File: src/rtl/gpio_in_irq_if.sv
// Peripheral bus bundle for gpio_in_irq: chip-select qualified register
// access with a combinational read path.
`timescale 1ns/1ps
interface gpio_in_irq_if #(
  parameter int WIDTH = 32
);
  logic             cs;
  logic             wen;
  logic [1:0]       addr;
  logic [WIDTH-1:0] din;
  logic [WIDTH-1:0] dout;

  modport master (output cs, output wen, output addr, output din, input dout);
  modport slave  (input cs, input wen, input addr, input din, output dout);
endinterface

File: src/rtl/gpio_in_irq.sv
// GPIO input port: per-bit synchroniser, debounce filter, edge detection
// and sticky interrupt flags, with four bus-visible word registers.
`timescale 1ns/1ps
module gpio_in_irq #(
  parameter int WIDTH       = 32,
  parameter int SYNC_STAGES = 2,
  parameter int DEBOUNCE    = 0
) (
  input  logic             clk,
  input  logic             reset_n,
  gpio_in_irq_if.slave     bus,
  input  logic [WIDTH-1:0] io_in,
  output logic             irq
);

  localparam int CW = (DEBOUNCE < 1) ? 1 : $clog2(DEBOUNCE + 1);
  localparam logic [CW-1:0] CNT_MAX = CW'(DEBOUNCE);

  typedef enum logic [1:0] {
    REG_DATA    = 2'd0,
    REG_FLAGS   = 2'd1,
    REG_RISE_EN = 2'd2,
    REG_FALL_EN = 2'd3
  } reg_e;

  logic [WIDTH-1:0] sync_q [SYNC_STAGES];
  logic [WIDTH-1:0] sync;
  logic [CW-1:0]    cnt_q  [WIDTH];
  logic [CW-1:0]    cnt_d  [WIDTH];
  logic [WIDTH-1:0] filt_q, filt_d;
  logic [WIDTH-1:0] flags_q, flags_d;
  logic [WIDTH-1:0] rise_en_q, rise_en_d;
  logic [WIDTH-1:0] fall_en_q, fall_en_d;
  logic [WIDTH-1:0] rise, fall, set, clr;
  logic             wr;

  assign sync = sync_q[SYNC_STAGES-1];
  assign wr   = bus.cs & bus.wen;

  // Multi-stage synchroniser for the asynchronous pins
  always_ff @(posedge clk or negedge reset_n) begin
    if (!reset_n) begin
      sync_q <= '{default: '0};
    end else begin
      sync_q[0] <= io_in;
      for (int unsigned i = 1; i < SYNC_STAGES; i++) begin
        sync_q[i] <= sync_q[i-1];
      end
    end
  end

  // Debounce: filt follows sync only after DEBOUNCE+1 consecutive differing cycles
  always_comb begin
    filt_d = filt_q;
    cnt_d  = cnt_q;
    for (int unsigned i = 0; i < WIDTH; i++) begin
      if (sync[i] == filt_q[i]) begin
        cnt_d[i] = '0;
      end else if (cnt_q[i] == CNT_MAX) begin
        filt_d[i] = sync[i];
        cnt_d[i]  = '0;
      end else begin
        cnt_d[i] = cnt_q[i] + CW'(1);
      end
    end
  end

  // Edge events, W1C clear and enable updates; a set beats a clear on the same bit
  always_comb begin
    rise      = filt_d & ~filt_q;
    fall      = ~filt_d & filt_q;
    set       = (rise & rise_en_q) | (fall & fall_en_q);
    clr       = (wr && bus.addr == REG_FLAGS) ? bus.din : '0;
    flags_d   = (flags_q & ~clr) | set;
    rise_en_d = (wr && bus.addr == REG_RISE_EN) ? bus.din : rise_en_q;
    fall_en_d = (wr && bus.addr == REG_FALL_EN) ? bus.din : fall_en_q;
  end

  // Filter, counter, flag and enable state
  always_ff @(posedge clk or negedge reset_n) begin
    if (!reset_n) begin
      cnt_q     <= '{default: '0};
      filt_q    <= '0;
      flags_q   <= '0;
      rise_en_q <= '0;
      fall_en_q <= '0;
    end else begin
      cnt_q     <= cnt_d;
      filt_q    <= filt_d;
      flags_q   <= flags_d;
      rise_en_q <= rise_en_d;
      fall_en_q <= fall_en_d;
    end
  end

  // Read mux: zero latency, not gated by cs
  always_comb begin
    bus.dout = '0;
    case (reg_e'(bus.addr))
      REG_DATA:    bus.dout = filt_q;
      REG_FLAGS:   bus.dout = flags_q;
      REG_RISE_EN: bus.dout = rise_en_q;
      REG_FALL_EN: bus.dout = fall_en_q;
      default:     bus.dout = '0;
    endcase
  end

  // Level interrupt straight from the flag register
  assign irq = |flags_q;

endmodule

File: src/flat_wrapper.sv
// flat-port wrapper written by rule: the top's interface ports become plain ports
module gpio_in_irq_flat 
#(
  parameter int WIDTH       = 32,
  parameter int SYNC_STAGES = 2,
  parameter int DEBOUNCE    = 0
)
  (clk, reset_n, io_in, irq, bus_cs, bus_wen, bus_addr, bus_din, bus_dout);
  gpio_in_irq_if #(.WIDTH(WIDTH)) bus_i ();
  input  logic clk;
  input  logic reset_n;
  input  logic [WIDTH-1:0] io_in;
  output logic irq;
  input wire logic [$bits(bus_i.cs)-1:0] bus_cs;
  input wire logic [$bits(bus_i.wen)-1:0] bus_wen;
  input wire logic [$bits(bus_i.addr)-1:0] bus_addr;
  input wire logic [$bits(bus_i.din)-1:0] bus_din;
  output wire logic [$bits(bus_i.dout)-1:0] bus_dout;
  assign bus_i.cs = bus_cs;
  assign bus_i.wen = bus_wen;
  assign bus_i.addr = bus_addr;
  assign bus_i.din = bus_din;
  assign bus_dout = bus_i.dout;
  gpio_in_irq #(.WIDTH(WIDTH), .SYNC_STAGES(SYNC_STAGES), .DEBOUNCE(DEBOUNCE)) u_core (.clk(clk), .reset_n(reset_n), .bus(bus_i), .io_in(io_in), .irq(irq));
endmodule
File: config.mk
export PLATFORM = sky130hd
export DESIGN_NAME = gpio_in_irq_flat
export DESIGN_NICKNAME = d
export VERILOG_FILES = /design/src/rtl/gpio_in_irq_if.sv /design/src/rtl/gpio_in_irq.sv /design/src/flat_wrapper.sv
export SDC_FILE = /design/constraint.sdc
export NUM_CORES = 1
export LEC_CHECK = 0
export BUFFER_PORTS_ARGS = -buffer_cell sky130_fd_sc_hd__clkbuf_2
export CORE_MARGIN = 5
export CORE_UTILIZATION = 25
export DETAILED_ROUTE_END_ITERATION = 10
export HOLD_SLACK_MARGIN = 0.05
export PLACE_DENSITY = 0.5
export SETUP_SLACK_MARGIN = 0.3
export SLEW_MARGIN = 10
export SYNTH_ARGS = -nofsm -noshare
export SYNTH_HDL_FRONTEND = slang
export SYNTH_SLANG_ARGS = --single-unit
File: constraint.sdc
create_clock -name clk -period 1.5 [get_ports clk]
set_input_delay 0.3 -clock clk [delete_from_list [all_inputs] [get_ports clk]]
set_output_delay 0.3 -clock clk [all_outputs]
set_load 0.03 [all_outputs]
==> results of run 1 <==
-- what timing repair did --
action                                 in CTS  in global routing
hold buffers                               33                  0
setup endpoints to repair                  33                 33
gates cloned                                0                  0
buffers inserted                            3                  5
pin swaps                                   1                  2
endpoints found under the hold margin      61                  0
gates resized for setup                    96                 39
-- sequential cells by signal (all words and copies together), names as in the netlist --
signal / cells
u_core.sync_q: 32
u_core.sync: 32
u_core.filt_q: 32
u_core.fall_en_q: 32
u_core.rise_en_q: 32
u_core.flags_q: 32
-- per-layer routing --
| layer | GRT usage | share of wire |
|---|---|---|
| met5 | 0 | 0 |
| met4 | 0.0372 | 0.013 |
| met3 | 0.0313 | 0.046 |
| met2 | 0.175 | 0.47 |
| met1 | 0.157 | 0.47 |
-- report_power, final --
group	leakage (nW)	internal [mW]	switching, mW	total [mW]
logic	1.92	1.49	1.23	2.73
clock network	0.313	2.59	2.31	4.90
registers	2.24	5.79	0.472	6.26
-- per-stage QoR --
stage	hold WS, ps	instance area [µm²]	power [mW]
global route	117	10200	14.6
detailed placement	272	8750	8.48
finish	129	10200	13.9
CTS	100	10100	14.0
global placement	272	8750	8.45
floorplan	4.41	7550	7.54
-- cell usage after synthesis --
master	number
inv_1	32
nand4_4	1
nand3b_1	32
nand2_1	96
clkbuf_1	32
buf_12	3
o21ai_0	2
nor4_1	8
o21ai_2	9
o21ai_1	85
or2_2	1
nand4b_4	2
buf_6	16
buf_2	4
nand4_1	2
dfrtp_1	192
o211ai_1	32
mux4_1	2
mux4_2	30
-- cells by family (layout without fill, tap and decap cells) --
kind of cell | count (synthesis) | count (layout)
flops | 192 | 192
buf+inv | 87 | 262
simple gates | 142 | 142
mux | 32 | 32
compound gates | 128 | 128
-- how the worst min path moves through the flow --
stage                           start                                to  slack (ps)  depth (start not counted)
final                     bus_din[20]  u_core.fall_en_q[20]$_DFFE_PN0P_         130                          3
after global routing      bus_din[20]  u_core.fall_en_q[20]$_DFFE_PN0P_         120                          3
after CTS                  bus_din[7]   u_core.rise_en_q[7]$_DFFE_PN0P_         100                          3
after detailed placement      reset_n        u_core.filt_q[9]$_DFF_PN0_         270                          1
after global placement        reset_n       u_core.flags_q[9]$_DFF_PN0_         270                          1
after floorplan               reset_n   u_core.fall_en_q[0]$_DFFE_PN0P_           4                          0
-- critical path, cell delays in order (launching register included) --
cell and delay (ps):
dfrtp_1 420, nor4_2 360, buf_4 180, nand4_1 80
or2_4 280, buf_8 140
-- final cells by class --
| class | count | area (µm²) | share of cell area |
|---|---|---|---|
| Clock inverter | 15 | 211 | 0.0206 |
| Multi-Input combinational cell | 302 | 2230 | 0.218 |
| Clock buffer | 17 | 425 | 0.0415 |
| Timing Repair Buffer | 198 | 1960 | 0.191 |
| Inverter | 32 | 120 | 0.0117 |
| Sequential cell | 192 | 4810 | 0.469 |
| Tap cell | 390 | 488 | 0.0476 |
==> metrics.csv, run 1 <==
metric;value;unit
total negative slack;-13780;ps
full die area;0.0337;mm²
Leak;4.47;nW
final wirelength;18.1;mm
FF-to-FF setup slack;460;ps
Vias/cell;4.32;
XOR/XNOR Fraction of Synth Area;0;
placer congestion estimate;0.729;
worst slew pin tran;392;ps
Synth top area share;0.638;
Synth Register Bits;192;
FP Rows;63;
P per Cell Area;1360;mW/mm²
count of different cell masters after synthesis;19;
total CTS buffers;17;
GRT Overall Usage;0.114;
Die H;184;µm
sequential area share after synthesis;0.638;
min Tclk post-route;2180;ps
maximum fanout along the worst path;2;
end point of the critical path;irq;
number of antenna-violating nets in the routed design;0;
Post-Syn Instances;581;
Critical Path Source;u_core.flags_q[13]$_DFF_PN0_;
DPL Wire Length;12.5;mm
core area;0.0297;mm²
CTS tree;done;
syn nets;651;
htree depth;4;
fin cells;1146;
failing checks;negative setup slack;
largest family of logic cells by synthesized area;compound AO/OA/AOI/OAI gates;
Slew Limit Fails;0;
first-pass GRT wire length;29.8;mm
final net count;813;
drt drc;0;
Post-Place Worst Slack;-378;ps
ranking of synthesized cells by area;dfrtp_1 64%, mux4_2 9.0%, o21ai_1 5.7%, nand2_1 4.8%, nand3b_1 3.2%;
mean post-synth cell area;13.0;µm²
DR pass1 iterations;4;
setup ws final;-677;ps
Setup Viol. Count Final;33;
Layout Area Growth over Synthesis;36.1;%
commonest non-fill, non-tap cell in the layout;dfrtp_1;
R2R Path Start;u_core.flags_q[30]$_DFF_PN0_;
fill cell count;2907;
Worst Setup End Kind;output pin;
mapped cell area;0.00753;mm²
dominant cell type by area after synthesis;dfrtp_1;
Reg clk slew, reported paths;80;ps
mux share of post-synthesis cell area;0.0968;
Slew headroom;0.739;
most frequent cells in the layout;191 x dfrtp_1, 96 x nand2_1, 85 x o21ai_1;
DP Cell Count;1073;
Ys Warns;0;
clock buffer depth;2;
reg2reg end;u_core.flags_q[30]$_DFF_PN0_;
fraction of the mapped netlist area in adder cells;0;
share of layout cells above drive strength 1;0.325;
grt total ovfl;0;
Worst Path Class, Setup;register to output pin;
clock latency on the worst-skew pair;440;ps
initial antenna violation count;0;
fmax;459;MHz
min-delay worst type;primary input to register;
Starting Density;0.253;
status;finished, violations left;
port buffer count;102;
Tcrit/Tclk final;1.45;
Synth Area in Compound Gates;0.100;
Synth Area in Simple Gates;0.0981;
Reg2Reg Depth;5;
maximum resistive drop on vdd;725;µV
RSZ-0062 raised after global routing;yes;
Worst EP required;1200;ps
IO Count;103;
ant diodes;0;
Hold Fails Final Rpt;0;
WL/cell;15.8;µm
largest net degree at the start of global routing;41;
via count;4952;
Root Driver;clkbuf_16;
WP data arrival;1880;ps
max-cap violation count;0;
vias in the first global route;5324;
clk sink count;192;
startpoint types;register;
clk_skew;10.2;ps
final core occ;0.345;
Initial DRC Count;242;
Chip Width;184;µm
(Power assumes the default switching activity.)
==> run 2, diff against run 1 <==
PLACE_DENSITY = default   (was 0.5)
==> metrics.csv, run 2 (synthesis gave the netlist of run 1 again) <==
metric;value;unit;change
failing checks;negative setup slack;;
P per Cell Area;1340;mW/mm²;-1.0%
Hold Fails Final Rpt;0;;unchanged
IO Count;103;;unchanged
clk_skew;11.9;ps;+1.77 ps
Root Driver;clkbuf_16;;
hold path endpoint;u_core.rise_en_q[28]$_DFFE_PN0P_;;
max-cap violation count;0;;unchanged
status;finished, violations left;;
first-pass GRT wire length;28.6;mm;-4.2%
min-delay worst type;primary input to register;;
share of layout cells above drive strength 1;0.319;;-0.00630
maximum fanout along the worst path;2;;unchanged
Chip Width;184;µm;unchanged
Slew Limit Fails;0;;unchanged
Worst EP required;1200;ps;about the same
worst hold path startpoint;bus_din[28];;
startpoint types;register;;
via count;4949;;-0.061%
final net count;806;;-0.86%
fmax;466;MHz;+1.4%
total CTS buffers;17;;unchanged
final wirelength;17.5;mm;-3.2%
FF-to-FF setup slack;570;ps;+110 ps
number of antenna-violating nets in the routed design;0;;unchanged
initial antenna violation count;0;;unchanged
largest net degree at the start of global routing;67;;+63%
register area;0.00481;mm²;unchanged
worst slew pin tran;366;ps;-25.3 ps
vias in the first global route;5223;;-1.9%
Reg2Reg Depth;4;;-1
clk sink count;192;;unchanged
Initial DRC Count;294;;+21%
port buffer count;102;;unchanged
htree depth;4;;unchanged
Layout Area Growth over Synthesis;34.4;%;
DR pass1 iterations;4;;unchanged
Worst Hold Depth;3;;unchanged
final core occ;0.340;;-0.00434
Worst Path Class, Setup;register to output pin;;
CTS tree;done;;
fill cell count;2907;;unchanged
Tcrit/Tclk final;1.43;;-0.0200
maximum resistive drop on vdd;739;µV;+1.9%
commonest non-fill, non-tap cell in the layout;dfrtp_1;;
most frequent cells in the layout;191 x dfrtp_1, 96 x nand2_1, 85 x o21ai_1;;
R2R Path Start;u_core.flags_q[27]$_DFF_PN0_;;
RSZ-0062 raised after global routing;yes;;
setup ws final;-647;ps;+30.0 ps
clock buffer depth;2;;unchanged
reg2reg end;u_core.flags_q[27]$_DFF_PN0_;;
Leak;4.42;nW;-1.3%
FP Rows;63;;unchanged
Die H;184;µm;unchanged
DPL Wire Length;12.2;mm;-2.7%
min Tclk post-route;2150;ps;-30.0 ps
Starting Density;0.253;;unchanged
ant diodes;0;;unchanged
Worst Setup End Kind;output pin;;
core area;0.0297;mm²;unchanged
full die area;0.0337;mm²;unchanged
placer congestion estimate;0.744;;+2.1%
total negative slack;-13490;ps;+292 ps
Reg clk slew, reported paths;80;ps;about the same
Setup Viol. Count Final;33;;unchanged
drt drc;0;;unchanged
Vias/cell;4.35;;+0.55%
WP data arrival;1850;ps;-30 ps
grt total ovfl;0;;unchanged
Slew headroom;0.756;;+0.0169
WL/cell;15.4;µm;-2.6%
GRT Overall Usage;0.108;;-0.00571
footprint of the multi-input gates;0.00225;mm²;+0.78%
clock latency on the worst-skew pair;430;ps;about the same
[run 2: changes by cell type in the layout (fill, tap and decap cells not counted), moves of 2 or more]
cell      before  now
buf_4         17   14
buf_12        15   11
clkinv_8       3    1
nor4_2         3    1
clkinv_4       0    2
nor4_4         0    2
[run 2: worst max path at each step]
| stage | cells after the start | startpoint | end | slack [ps] |
|---|---|---|---|---|
| 2_1_floorplan | 3 | bus_addr[1] | bus_dout[0] | 40 |
| 3_3_place_gp | 5 | u_core.flags_q[30]$_DFF_PN0_ | irq | -490 |
| 3_5_place_dp | 5 | u_core.flags_q[30]$_DFF_PN0_ | irq | -520 |
| 4_1_cts | 5 | u_core.flags_q[27]$_DFF_PN0_ | irq | -770 |
| 5_1_grt | 5 | u_core.flags_q[30]$_DFF_PN0_ | irq | -800 |
| 6_report | 5 | u_core.flags_q[30]$_DFF_PN0_ | irq | -650 |
[run 2: report_power, final]
part	internal, mW	switching [mW]	leakage (nW)
registers	5.79	0.511	2.24
clock network	2.39	2.21	0.291
logic	1.46	1.21	1.89
[run 2: cell type report]
type	count	area share
clock inverters	15	0.0166
clock buffers	17	0.0421
flip-flops and latches	192	0.475
inverters	32	0.0119
multi-input cells	302	0.223
well taps	390	0.0482
repair buffers	191	0.183
[run 2: stage by stage]
step | worst slack, ps | cells | power (mW) | cell area, µm² | hold slack [ps]
6_report | -647 | 1139 | 13.6 | 10100 | 140
5_1_grt | -799 | 1139 | 14.3 | 10100 | 124
4_1_cts | -772 | 1138 | 13.6 | 10000 | 113
3_5_place_dp | -518 | 1070 | 8.45 | 8680 | 215
3_3_place_gp | -492 | 1070 | 8.41 | 8680 | 215
2_1_floorplan | 35.5 | 581 | 7.54 | 7550 | 4.41
[run 2: routing by layer]
| layer | GRT usage | wire length, µm | vias up |
|---|---|---|---|
| met5 | 0 | 0 | - |
| li1 | - | - | 2343 |
| met2 | 0.172 | 8590 | 120 |
| met1 | 0.146 | 7820 | 2469 |
| met4 | 0.0337 | 259 | 0 |
| met3 | 0.0295 | 836 | 17 |
[run 2: worst max-delay path, stage by stage (launching register included)]
cell,delay [ps]
dfrtp_1,410
nor4_4,310
buf_4,160
nand4_1,130
or2_4,270
buf_8,140
[run 2: repair_timing]
| item | 4_1_cts | 5_1_grt |
|---|---|---|
| buffers inserted | 3 | 1 |
| hold buffers | 33 | 0 |
| endpoints found under the hold margin | 65 | 0 |
| gates resized for setup | 100 | 37 |
| pin swaps | 2 | 1 |
| setup endpoints to repair | 33 | 33 |
